**config.mk**
```make
export PLATFORM = sky130hd
export DESIGN_NAME = hazard_mdu
export DESIGN_NICKNAME = d
export VERILOG_FILES = /design/src/rtl/hazard_mdu.sv
export SDC_FILE = /design/constraint.sdc
export NUM_CORES = 1
export LEC_CHECK = 0
export CORE_AREA = 2 2 39 41
export CTS_CLUSTER_SIZE = 10
export DETAILED_ROUTE_END_ITERATION = 8
export DIE_AREA = 0 0 41 43
export DONT_BUFFER_PORTS = 1
export PLACE_DENSITY = 0.72
export SLEW_MARGIN = 15
export SYNTH_ARGS = -nofsm -noshare
export SYNTH_HDL_FRONTEND = slang
export SYNTH_SLANG_ARGS = --single-unit
```
**constraint.sdc**
```tcl
create_clock -name clk -period 5 [get_ports clk]
set_clock_uncertainty 0.15 [all_clocks]
set_input_delay 0.5 -clock clk [delete_from_list [all_inputs] [get_ports clk]]
set_output_delay 0.5 -clock clk [all_outputs]
set_load 0.02 [all_outputs]
```
**src/rtl/hazard_mdu.sv**
```systemverilog
// ---------------------------------------------------------------------------
// hazard_mdu
//   Hazard unit for the 5-stage core with a multi-cycle multiply/divide unit
//   (MDU) in Execute.
//   - Operand bypass selects for the E stage. M has priority over W, and x0
//     is never forwarded.
//   - Load-use detection and branch/jump flushes.
//   - A two-state FSM (IDLE/BUSY) holds F/D/E while an MDU op occupies E.
//     It also pushes bubbles into M. An op stays in E for exactly MDU_LAT
//     cycles, and MDU_LAT-1 of those cycles are stalled.
//
// Configuration macro: HAZARD_PERF_EN
//   When defined, the StallCnt and FlushCnt outputs are added. They are
//   saturating cycle counters for StallF and FlushD.
//
// Parameters
//   REG_AW   register address width
//   MDU_LAT  E-stage occupancy of one MDU op (2..255)
//   CNT_W    performance counter width (HAZARD_PERF_EN only)
//
// Ports
//   clk, reset              rising-edge clock, synchronous active-high reset
//   Rs1E, Rs2E              sources of the instruction in E
//   RdM, RdW, RegWriteM/W   destinations and write enables in M / W
//   Rs1D, Rs2D              sources of the instruction in D
//   RdE, ResultSrcE0        destination of E; E is a load
//   PCSrcE                  taken branch/jump resolved in E
//   MulStartE               E holds an MDU op (held high while it sits in E)
//   ForwardAE, ForwardBE    00 regfile, 01 W result, 10 M ALU result
//   StallF/D/E              hold PC, F/D and D/E registers
//   FlushD/E/M              clear F/D, D/E and E/M registers
//   MduBusy                 FSM is in BUSY
//   StallCnt, FlushCnt      (HAZARD_PERF_EN) saturating counters
// ---------------------------------------------------------------------------
module hazard_mdu #(
  parameter int REG_AW  = 5,
  parameter int MDU_LAT = 4,
  parameter int CNT_W   = 32
) (
  input  logic              clk,
  input  logic              reset,
  input  logic [REG_AW-1:0] Rs1E,
  input  logic [REG_AW-1:0] Rs2E,
  input  logic [REG_AW-1:0] RdM,
  input  logic [REG_AW-1:0] RdW,
  input  logic              RegWriteM,
  input  logic              RegWriteW,
  input  logic [REG_AW-1:0] Rs1D,
  input  logic [REG_AW-1:0] Rs2D,
  input  logic [REG_AW-1:0] RdE,
  input  logic              ResultSrcE0,
  input  logic              PCSrcE,
  input  logic              MulStartE,
  output logic [1:0]        ForwardAE,
  output logic [1:0]        ForwardBE,
  output logic              StallF,
  output logic              StallD,
  output logic              StallE,
  output logic              FlushD,
  output logic              FlushE,
  output logic              FlushM,
  output logic              MduBusy
`ifdef HAZARD_PERF_EN
  ,
  output logic [CNT_W-1:0]  StallCnt,
  output logic [CNT_W-1:0]  FlushCnt
`endif
);

  // Elaboration-time parameter sanity check. The 8-bit cnt bounds MDU_LAT.
  if (MDU_LAT < 2 || MDU_LAT > 255 || CNT_W < 1) begin : g_bad_param
    $error("hazard_mdu: MDU_LAT must be 2..255 and CNT_W >= 1");
  end

  typedef enum logic {
    IDLE = 1'b0,
    BUSY = 1'b1
  } state_t;

  localparam logic [7:0] LAST_CNT = 8'(MDU_LAT - 1);
  localparam logic [REG_AW-1:0] X0 = '0;

  state_t     state;
  logic [7:0] cnt;
  logic       mdu_start;
  logic       mdu_stall;
  logic       lw_stall;

  // Bypass select for one E-stage source. The M result is newer than the
  // W result, so M is checked first.
  function automatic logic [1:0] fwd_sel(input logic [REG_AW-1:0] rs);
    if (RegWriteM && RdM != X0 && RdM == rs)      return 2'b10;
    else if (RegWriteW && RdW != X0 && RdW == rs) return 2'b01;
    else                                          return 2'b00;
  endfunction

  assign ForwardAE = fwd_sel(Rs1E);
  assign ForwardBE = fwd_sel(Rs2E);

  assign lw_stall = ResultSrcE0 && RdE != X0 && (Rs1D == RdE || Rs2D == RdE);

  // A branch resolving in E kills the would-be MDU op, so no FSM entry occurs.
  assign mdu_start = (state == IDLE) && MulStartE && !PCSrcE;

  // The final BUSY cycle (cnt == LAST_CNT) is not stalled: the op leaves E
  // on that edge while the younger instructions advance behind it.
  assign mdu_stall = mdu_start || (state == BUSY && cnt < LAST_CNT);

  assign StallF  = lw_stall || mdu_stall;
  assign StallD  = lw_stall || mdu_stall;
  assign StallE  = mdu_stall;
  assign FlushM  = mdu_stall;
  assign FlushD  = PCSrcE;
  // A load-use must not clear D/E while the MDU op is being held there.
  assign FlushE  = PCSrcE || (lw_stall && !mdu_stall);
  assign MduBusy = (state == BUSY);

  // NOTE: sequential state uses non-blocking assignments so that every
  // register samples its pre-edge value, whatever the statement order.
  always_ff @(posedge clk) begin
    if (reset) begin
      state <= IDLE;
      cnt   <= 8'd0;
    end else begin
      case (state)
        IDLE: begin
          if (mdu_start) begin
            state <= BUSY;
            cnt   <= 8'd1;
          end
        end
        BUSY: begin
          if (cnt < LAST_CNT) begin
            cnt <= cnt + 8'd1;
          end else begin
            state <= IDLE;
            cnt   <= 8'd0;
          end
        end
        default: begin
          state <= IDLE;
          cnt   <= 8'd0;
        end
      endcase
    end
  end

`ifdef HAZARD_PERF_EN
  localparam logic [CNT_W-1:0] CNT_MAX = '1;

  // Both counters stick at all-ones instead of wrapping.
  always_ff @(posedge clk) begin
    if (reset) begin
      StallCnt <= '0;
      FlushCnt <= '0;
    end else begin
      if (StallF && StallCnt != CNT_MAX) StallCnt <= StallCnt + CNT_W'(1);
      if (FlushD && FlushCnt != CNT_MAX) FlushCnt <= FlushCnt + CNT_W'(1);
    end
  end
`endif

endmodule

```
# After elaboration in Yosys (flattened, before gate mapping)
# Index checks and enable logic that the tools add are counted.
totals:
  reg_bits: 9
  in_bits: 42
  output_inout_bits: 11
  elab_cells: 43
op_classes:
  n_addsub: 1
  order_cmp: 1
  n_eq_ne: 7
  mux: 10
  n_bitwise: 1
  reduce_logical: 21
op_table:
  columns: ["op", "n"]
  rows:
  - ["$eq A5 B5 Y1", 6]
  - ["$mux W8", 2]
  - ["$pmux W8 S2", 1]
  - ["$reduce_bool A5 Y1", 3]
  - ["$logic_and A1 B1 Y1", 12]
  - ["$add A8 B1 Y8 const B", 1]
  - ["$lt A8 B2 Y1 const B", 1]
  - ["$logic_or A1 B1 Y1", 4]
  - ["$mux W1", 4]
  - ["$mux W2", 2]
  - ["$logic_not A1 Y1", 2]
  - ["$ne A2 B2 Y1 const B", 1]
  - ["$pmux W1 S2", 1]
  - ["$not A1 Y1", 1]

# Depth between registers and ports, before layout
# Gate-level depths: netlist (run 1).
logic_depth:
  word_depth: 7
  mapped_depth: 6
  mapped_depth_nobuf: 5

# Worst setup path after synthesis (run 1)
# No wires, ideal clock.
synth_timing:
  path_type: "flip-flop to output port"
  startpoint: "register cnt[0]"
  endpoint: "output port StallF"
  arrival_ns: 1.930
  t_required_ns: 4.350
  setup_slack_ns: 2.420
  stages_incl_launch_ff: 7
  n_path_buf: 1
  cell_sequence: "dfxtp_1 ha_1 nor4_1 nand2_1 a21oi_1 o21bai_1 buf_4"
synth_between:
  elab_chain_len: 4
synth_lines:
  columns: ["element", "line", "text"]
  rows:
  - ["start, declared", "84", "logic [7:0] cnt;"]
  - ["start signal, assigned", "134", "cnt <= cnt + 8'd1;"]
  - ["$lt A8 B2 Y1", "107", "assign mdu_stall = mdu_start || (state == BUSY && cnt < LAST_CNT);"]
  - ["$logic_and A1 B1 Y1", "107", null]
  - ["$logic_or A1 B1 Y1", "107", null]
  - ["via FlushM", "61", "output logic FlushM,"]
  - ["$logic_or A1 B1 Y1", null, null]
  - ["end, declared", "56", "output logic StallF,"]
# The timed path passes the listed nets, and every way through them passes these cells.

# Worst setup path in the final report (run 1)
# Same ends and word-level chain as after synthesis.

==> results of run 1 <==
[per-layer routing]
layer / share of wire / up-vias / track usage
met3: 0.11 / 2 / 0.0838
met2: 0.53 / 37 / 0.306
met1: 0.35 / 288 / 0.197
met5: 0 / - / 0
li1: - / 304 / -
met4: 0.0089 / 0 / 0.0600
[synth_stat cells]
library cell | instances | area, sq um
nand3_1 | 3 | 15.0
xnor2_1 | 6 | 52.6
o21bai_1 | 1 | 7.51
a21oi_1 | 4 | 20.0
o21ai_1 | 1 | 5.00
xor2_1 | 24 | 210
nand4_1 | 1 | 6.26
dfxtp_1 | 9 | 180
nor3_1 | 3 | 15.0
o31ai_1 | 1 | 7.51
and2_1 | 6 | 37.5
nor4_1 | 3 | 18.8
nand2_1 | 2 | 7.51
o21ai_2 | 1 | 8.76
or4_1 | 5 | 37.5
o21ai_0 | 1 | 5.00
nor4_2 | 2 | 25.0
buf_4 | 3 | 22.5
nor2_1 | 5 | 18.8
a211oi_1 | 1 | 7.51
ha_1 | 1 | 12.5
a22oi_1 | 1 | 7.51
inv_1 | 1 | 3.75
a21o_1 | 2 | 15.0
[critical path, cell delays in order, from the launching register on]
cell and delay, ns:
dfxtp_1 0.33, ha_1 0.19, nor4_1 0.34, nand2_1 0.12, a21oi_1 0.78, o21bai_1 0.48
[sequential cells by signal, summed over array words and instances, names as in the netlist]
signal / cells
MduBusy: 1
cnt: 8
[final timing paths]
check,from,endpoint,slack (ns)
hold reg to reg,cnt[1],cnt[1],0.31
setup / recovery,cnt[0],StallF,1.84
hold / removal,reset,cnt[1],0.15
setup reg to reg,cnt[0],cnt[0],3.31
[stage by stage]
step | power (mW) | util | cell area [sq um]
after floorplan | 0.115 | - | 747
after detailed placement | 0.116 | 0.538 | 744
final | 0.170 | 0.558 | 772
after CTS | 0.173 | 0.558 | 772
after global placement | 0.116 | 0.538 | 744
after global routing | 0.182 | 0.558 | 772
[logic make-up after synthesis]
family | after synthesis | share of synthesized area
flops | 9 | 0.241
simple gates | 30 | 0.243
fa+ha+maj | 1 | 0.0167
compound gates | 13 | 0.112
buf+inv | 4 | 0.0352
xor+xnor | 30 | 0.352
[power groups by stage]
| stage | clock network, mW | logic, mW | registers, mW |
|---|---|---|---|
| floorplan | 0 | 0.0380 | 0.0772 |
| global placement | 0 | 0.0382 | 0.0774 |
| detailed placement | 0 | 0.0386 | 0.0777 |
| CTS | 0.0578 | 0.0391 | 0.0759 |
| global route | 0.0616 | 0.0440 | 0.0766 |
| finish | 0.0554 | 0.0388 | 0.0760 |
[final cells by class]
class | instances | area (sq um)
flip-flops and latches | 9 | 180
clock inverters | 1 | 5.00
fillers | 127 | 612
inverters | 1 | 3.75
clock buffers | 3 | 22.5
multi-input cells | 74 | 541
well taps | 16 | 20.0
==> flow_summary.yaml, run 1 <==
status:
  status: "complete, no violations"
run:
  maxCapViolCount: 0
routing:
  vias_per_cell: 6.07
  drt-total-wl_mm: 1.47
  ant_nets: 0
  firstDrtPassIters: 2
  wl_per_cell_microns: 14.1
  vias: 631
  drt_iter0_markers: 7
  drc: 0
placed_design:
  place_congestion: 0.741
  hpwl_mm: 1.27
  place_ws_ns: 2.11
  numPortBuffers: 0
  dp_cells: 100
power_and_ir_drop:
  swShare: 0.290
  clockPowerShare: 0.326
  peakVddDrop_mv: 0.117
  power.leakage_nw: 0.303
  power_frac_comb: 0.228
  internal_power_uw: 121
  power_frac_seq: 0.446
  pwr_density_cell_nw_per_um2: 221
  p_switching_uw: 49.3
clocking:
  htreeDepth: 1
  cts_hold_buf: 0
  cts_sinks: 9
  insertion_delay_ns: 0.26
  cts_setup_buffers: 0
  cts_buffer_depth: 2
  cts_resized: 0
  cts_made_buffers: 3
  root_buffer: "clkbuf_4"
  cts_tree: "yes"
  clkSlewWorstSetupHoldPaths_ns: 0.06
floorplanning:
  die_x_microns: 41
  fp.dieArea_sq_um: 1760
  die_h_microns: 43
  core_sq_um: 1380
  ioPinCount: 53
  row_count: 14
  start_util: 0.540
yosys:
  synthesis.area_sq_um: 747
  synth.avg_cell_area_sq_um: 8.59
  postSynthCellCount: 87
  synth_seq_area_share: 0.241
  ys_ff_latch: 9
  ys_warn_count: 0
  synth_cell_types: 24
  syn_nets: 130
timing:
  rsz0062_at_grt: "no"
  finalCritPeriodShare: 0.632
  finalHoldViolCount: 0
  hold_slack_ns: 0.151
  maxSlewViolCount: 0
  finalCriticalPeriod_ns: 3.16
  max-slew-margin-rel: 0.274
  worst_slack_ns: 1.84
  setup_tns_ns: 0
  max_freq_mhz: 316
  setup_violations: 0
  worst_slew_pin_slew_ns: 1.08
grt:
  grt_pass1_vias: 618
  grt_use_total: 0.185
  antenna_found_initial: 0
  grt_pass1_wl_mm: 2.21
  grt_overflow: 0
  grt_max_degree: 9
critical_path:
  critPathKind: "flip-flop to output pin"
  required_ns: 4.35
  setup.worst_path.start_class: "flip-flop"
  cp_max_fo: 4
  endpoint_kind: "output pin"
  cp.arrival_ns: 2.51
  r2r_cells: 5
hold_path:
  whs_path_depth: 1
  hold_class: "input port to flip-flop"
layout:
  final_common_cell: "xor2_1"
  nets: 132
  drive_gt1_frac: 0.0795
  areaGrowthSynthToFinish_pct: 3.35
  mostFrequentLayoutCells: "xor2_1 (24), dfxtp_1 (9), xnor2_1 (6), and2_1 (6)"
  n_antenna_cell: 0
  fin_cells: 104
Power figures use the tool's default switching activity.
==> run 2: changes to the inputs <==
--- a/config.mk
+++ b/config.mk
@@ -5,10 +5,9 @@
 export SDC_FILE = /design/constraint.sdc
 export NUM_CORES = 1
 export LEC_CHECK = 0
-export CORE_AREA = 2 2 39 41
+export CORE_UTILIZATION = 54
 export CTS_CLUSTER_SIZE = 10
 export DETAILED_ROUTE_END_ITERATION = 8
-export DIE_AREA = 0 0 41 43
 export DONT_BUFFER_PORTS = 1
 export PLACE_DENSITY = 0.72
 export SLEW_MARGIN = 15
==> constraint.sdc (replaced) <==
create_clock -name clk -period 2.6 [get_ports clk]
set_clock_uncertainty 0.15 [all_clocks]
set_input_delay 0.26 -clock clk [delete_from_list [all_inputs] [get_ports clk]]
set_output_delay 0.26 -clock clk [all_outputs]
set_load 0.02 [all_outputs]
==> run 2 against run 1 <==
Compared with the run above: die area fell by 13%; power rose by 97%; core utilization increased by 5.8 points; critical endpoint unchanged; via count is 0.63% lower; worst hold slack got worse by 0.14 ns; design area up 3.9%; critical path depth up 1; clock-buffer cell count increased by 1; combinational power up 110%.
==> flow_summary.yaml, run 2 (synthesis gave the netlist of run 1 again) <==
routing:
  vias: 627
  drt_iter0_markers: 8
  wl_per_cell_microns: 13.5
  drt-total-wl_mm: 1.44
  drc: 0
  ant_nets: 0
  firstDrtPassIters: 4
  vias_per_cell: 5.86
grt:
  grt_pass1_wl_mm: 2.08
  grt_overflow: 0
  grt_pass1_vias: 583
  grt_max_degree: 9
  antenna_found_initial: 0
  grt_use_total: 0.203
critical_path:
  critPathSlowestCell: "nor4_1"
  r2r_setup_slack_ns: 0.96
  rr_endpoint: "cnt[0]"
  endpoint_kind: "output pin"
  required_ns: 2.19
  critical-path-max-stage-delay_ns: 0.34
  critPathKind: "flip-flop to output pin"
  setup.worst_path.start_class: "flip-flop"
  cp_max_fo: 3
  r2r-start: "cnt[0]"
  r2r_cells: 5
  path_cells: "ha_1, nor4_1, nand2_1, a21oi_1, o21bai_1, buf_4"
  cp.arrival_ns: 1.83
layout:
  multi_input_area_sq_um: 541
  drive_gt1_frac: 0.0978
  regArea_sq_um: 180
  areaGrowthSynthToFinish_pct: 7.37
  nets: 136
  largest_register_ffs: 8
  fillers: 129
  fin_util: 0.616
  largest_register: "cnt"
  final_common_cell: "xor2_1"
  n_antenna_cell: 0
  mostFrequentLayoutCells: "xor2_1 (24), dfxtp_1 (9), xnor2_1 (6), and2_1 (6)"
power_and_ir_drop:
  internal_power_uw: 242
  clockPowerShare: 0.321
  power_frac_comb: 0.245
  pwr_density_cell_nw_per_um2: 419
  p_switching_uw: 94.4
  power.leakage_nw: 0.320
  finalPower_uw: 336
  power_frac_seq: 0.434
  peakVddDrop_mv: 0.286
  swShare: 0.281
clocking:
  insertion_delay_ns: 0.26
  cts_tree: "yes"
  root_buffer: "clkbuf_4"
  cts_made_buffers: 3
  cts_buffer_depth: 2
  clkSlewWorstSetupHoldPaths_ns: 0.06
  htreeDepth: 1
  cts_sinks: 9
hold_path:
  whs_path_depth: 2
  hold_class: "input port to flip-flop"
  holdCritStartpoint: "reset"
  hold_path_end: "MduBusy"
floorplanning:
  die_x_microns: 39.2
  ioPinCount: 53
  core_sq_um: 1300
  row_count: 13
  die_h_microns: 39.2
  start_util: 0.574
  fp.dieArea_sq_um: 1540
timing:
  setup_tns_ns: 0
  finalCritPeriodShare: 0.863
  finalHoldViolCount: 0
  max_freq_mhz: 446
  worst_slew_pin_slew_ns: 1.10
  max-slew-margin-rel: 0.257
  maxSlewViolCount: 0
  finalCriticalPeriod_ns: 2.24
  setup_violations: 0
  rsz0062_at_grt: "no"
placed_design:
  numPortBuffers: 0
  place_congestion: 0.801
  hpwl_mm: 1.24
run:
  maxCapViolCount: 0
status:
  status: "complete, no violations"
-- run 2: worst max-delay path by stage --
stage | from | end | slack [ns] | cells past startpoint
2_1_floorplan | cnt[0] | StallF | 0.26 | 6
3_3_place_gp | RdM[1] | ForwardBE[0] | 0.53 | 4
3_5_place_dp | RdM[1] | ForwardBE[0] | 0.50 | 4
4_1_cts | cnt[0] | StallF | 0.34 | 6
5_1_grt | cnt[0] | StallD | 0.15 | 6
6_report | cnt[0] | StallF | 0.36 | 6
-- run 2: power groups by stage --
stage / combinational [mW] / sequential [mW] / clock, mW
after floorplan: 0.0731 / 0.148 / 0
after global placement: 0.0790 / 0.149 / 0
after detailed placement: 0.0809 / 0.149 / 0
after CTS: 0.0825 / 0.146 / 0.113
after global routing: 0.0930 / 0.147 / 0.120
final: 0.0823 / 0.146 / 0.108
-- run 2: repair_timing --
item,CTS,global route
hold buffers,1,0
resized for setup,0,0
endpoints found under the setup margin,0,0
hold endpoints to repair,1,0
setup buffers,0,0
-- run 2: through the flow --
stage / hold slack (ns) / instance area, sq um / std cells / setup WS (ns)
3_5_place_dp: 0.184 / 766 / 102 / 0.496
4_1_cts: 0.00438 / 802 / 107 / 0.340
3_3_place_gp: 0.181 / 766 / 102 / 0.533
2_1_floorplan: 0.179 / 747 / 87 / 0.260
5_1_grt: 0.0193 / 802 / 107 / 0.150
6_report: 0.0149 / 802 / 107 / 0.356
-- run 2: cell type report --
cell class | instances | share of cell area
Clock buffer | 4 | 0.0328
Inverter | 1 | 0.00468
Multi-Input combinational cell | 74 | 0.674
Sequential cell | 9 | 0.225
Tap cell | 15 | 0.0234
Timing Repair Buffer | 4 | 0.0406
-- run 2: critical path: cells and delay by family (launching register included) --
| family | cells | cell delay [ns] |
|---|---|---|
| AO/OA/AOI/OAI | 2 | 0.41 |
| AND/OR/NAND/NOR | 2 | 0.47 |
| buffers and inverters | 1 | 0.17 |
| flip-flops | 1 | 0.32 |
| adder cells (fa/ha/maj) | 1 | 0.20 |
-- run 2: routing by layer --
metal | global-route usage | up-vias | routed length [microns]
li1 | - | 313 | -
met1 | 0.219 | 276 | 577
met2 | 0.342 | 36 | 713
met3 | 0.104 | 2 | 145
met4 | 0.0603 | 0 | 6
met5 | 0 | - | 0
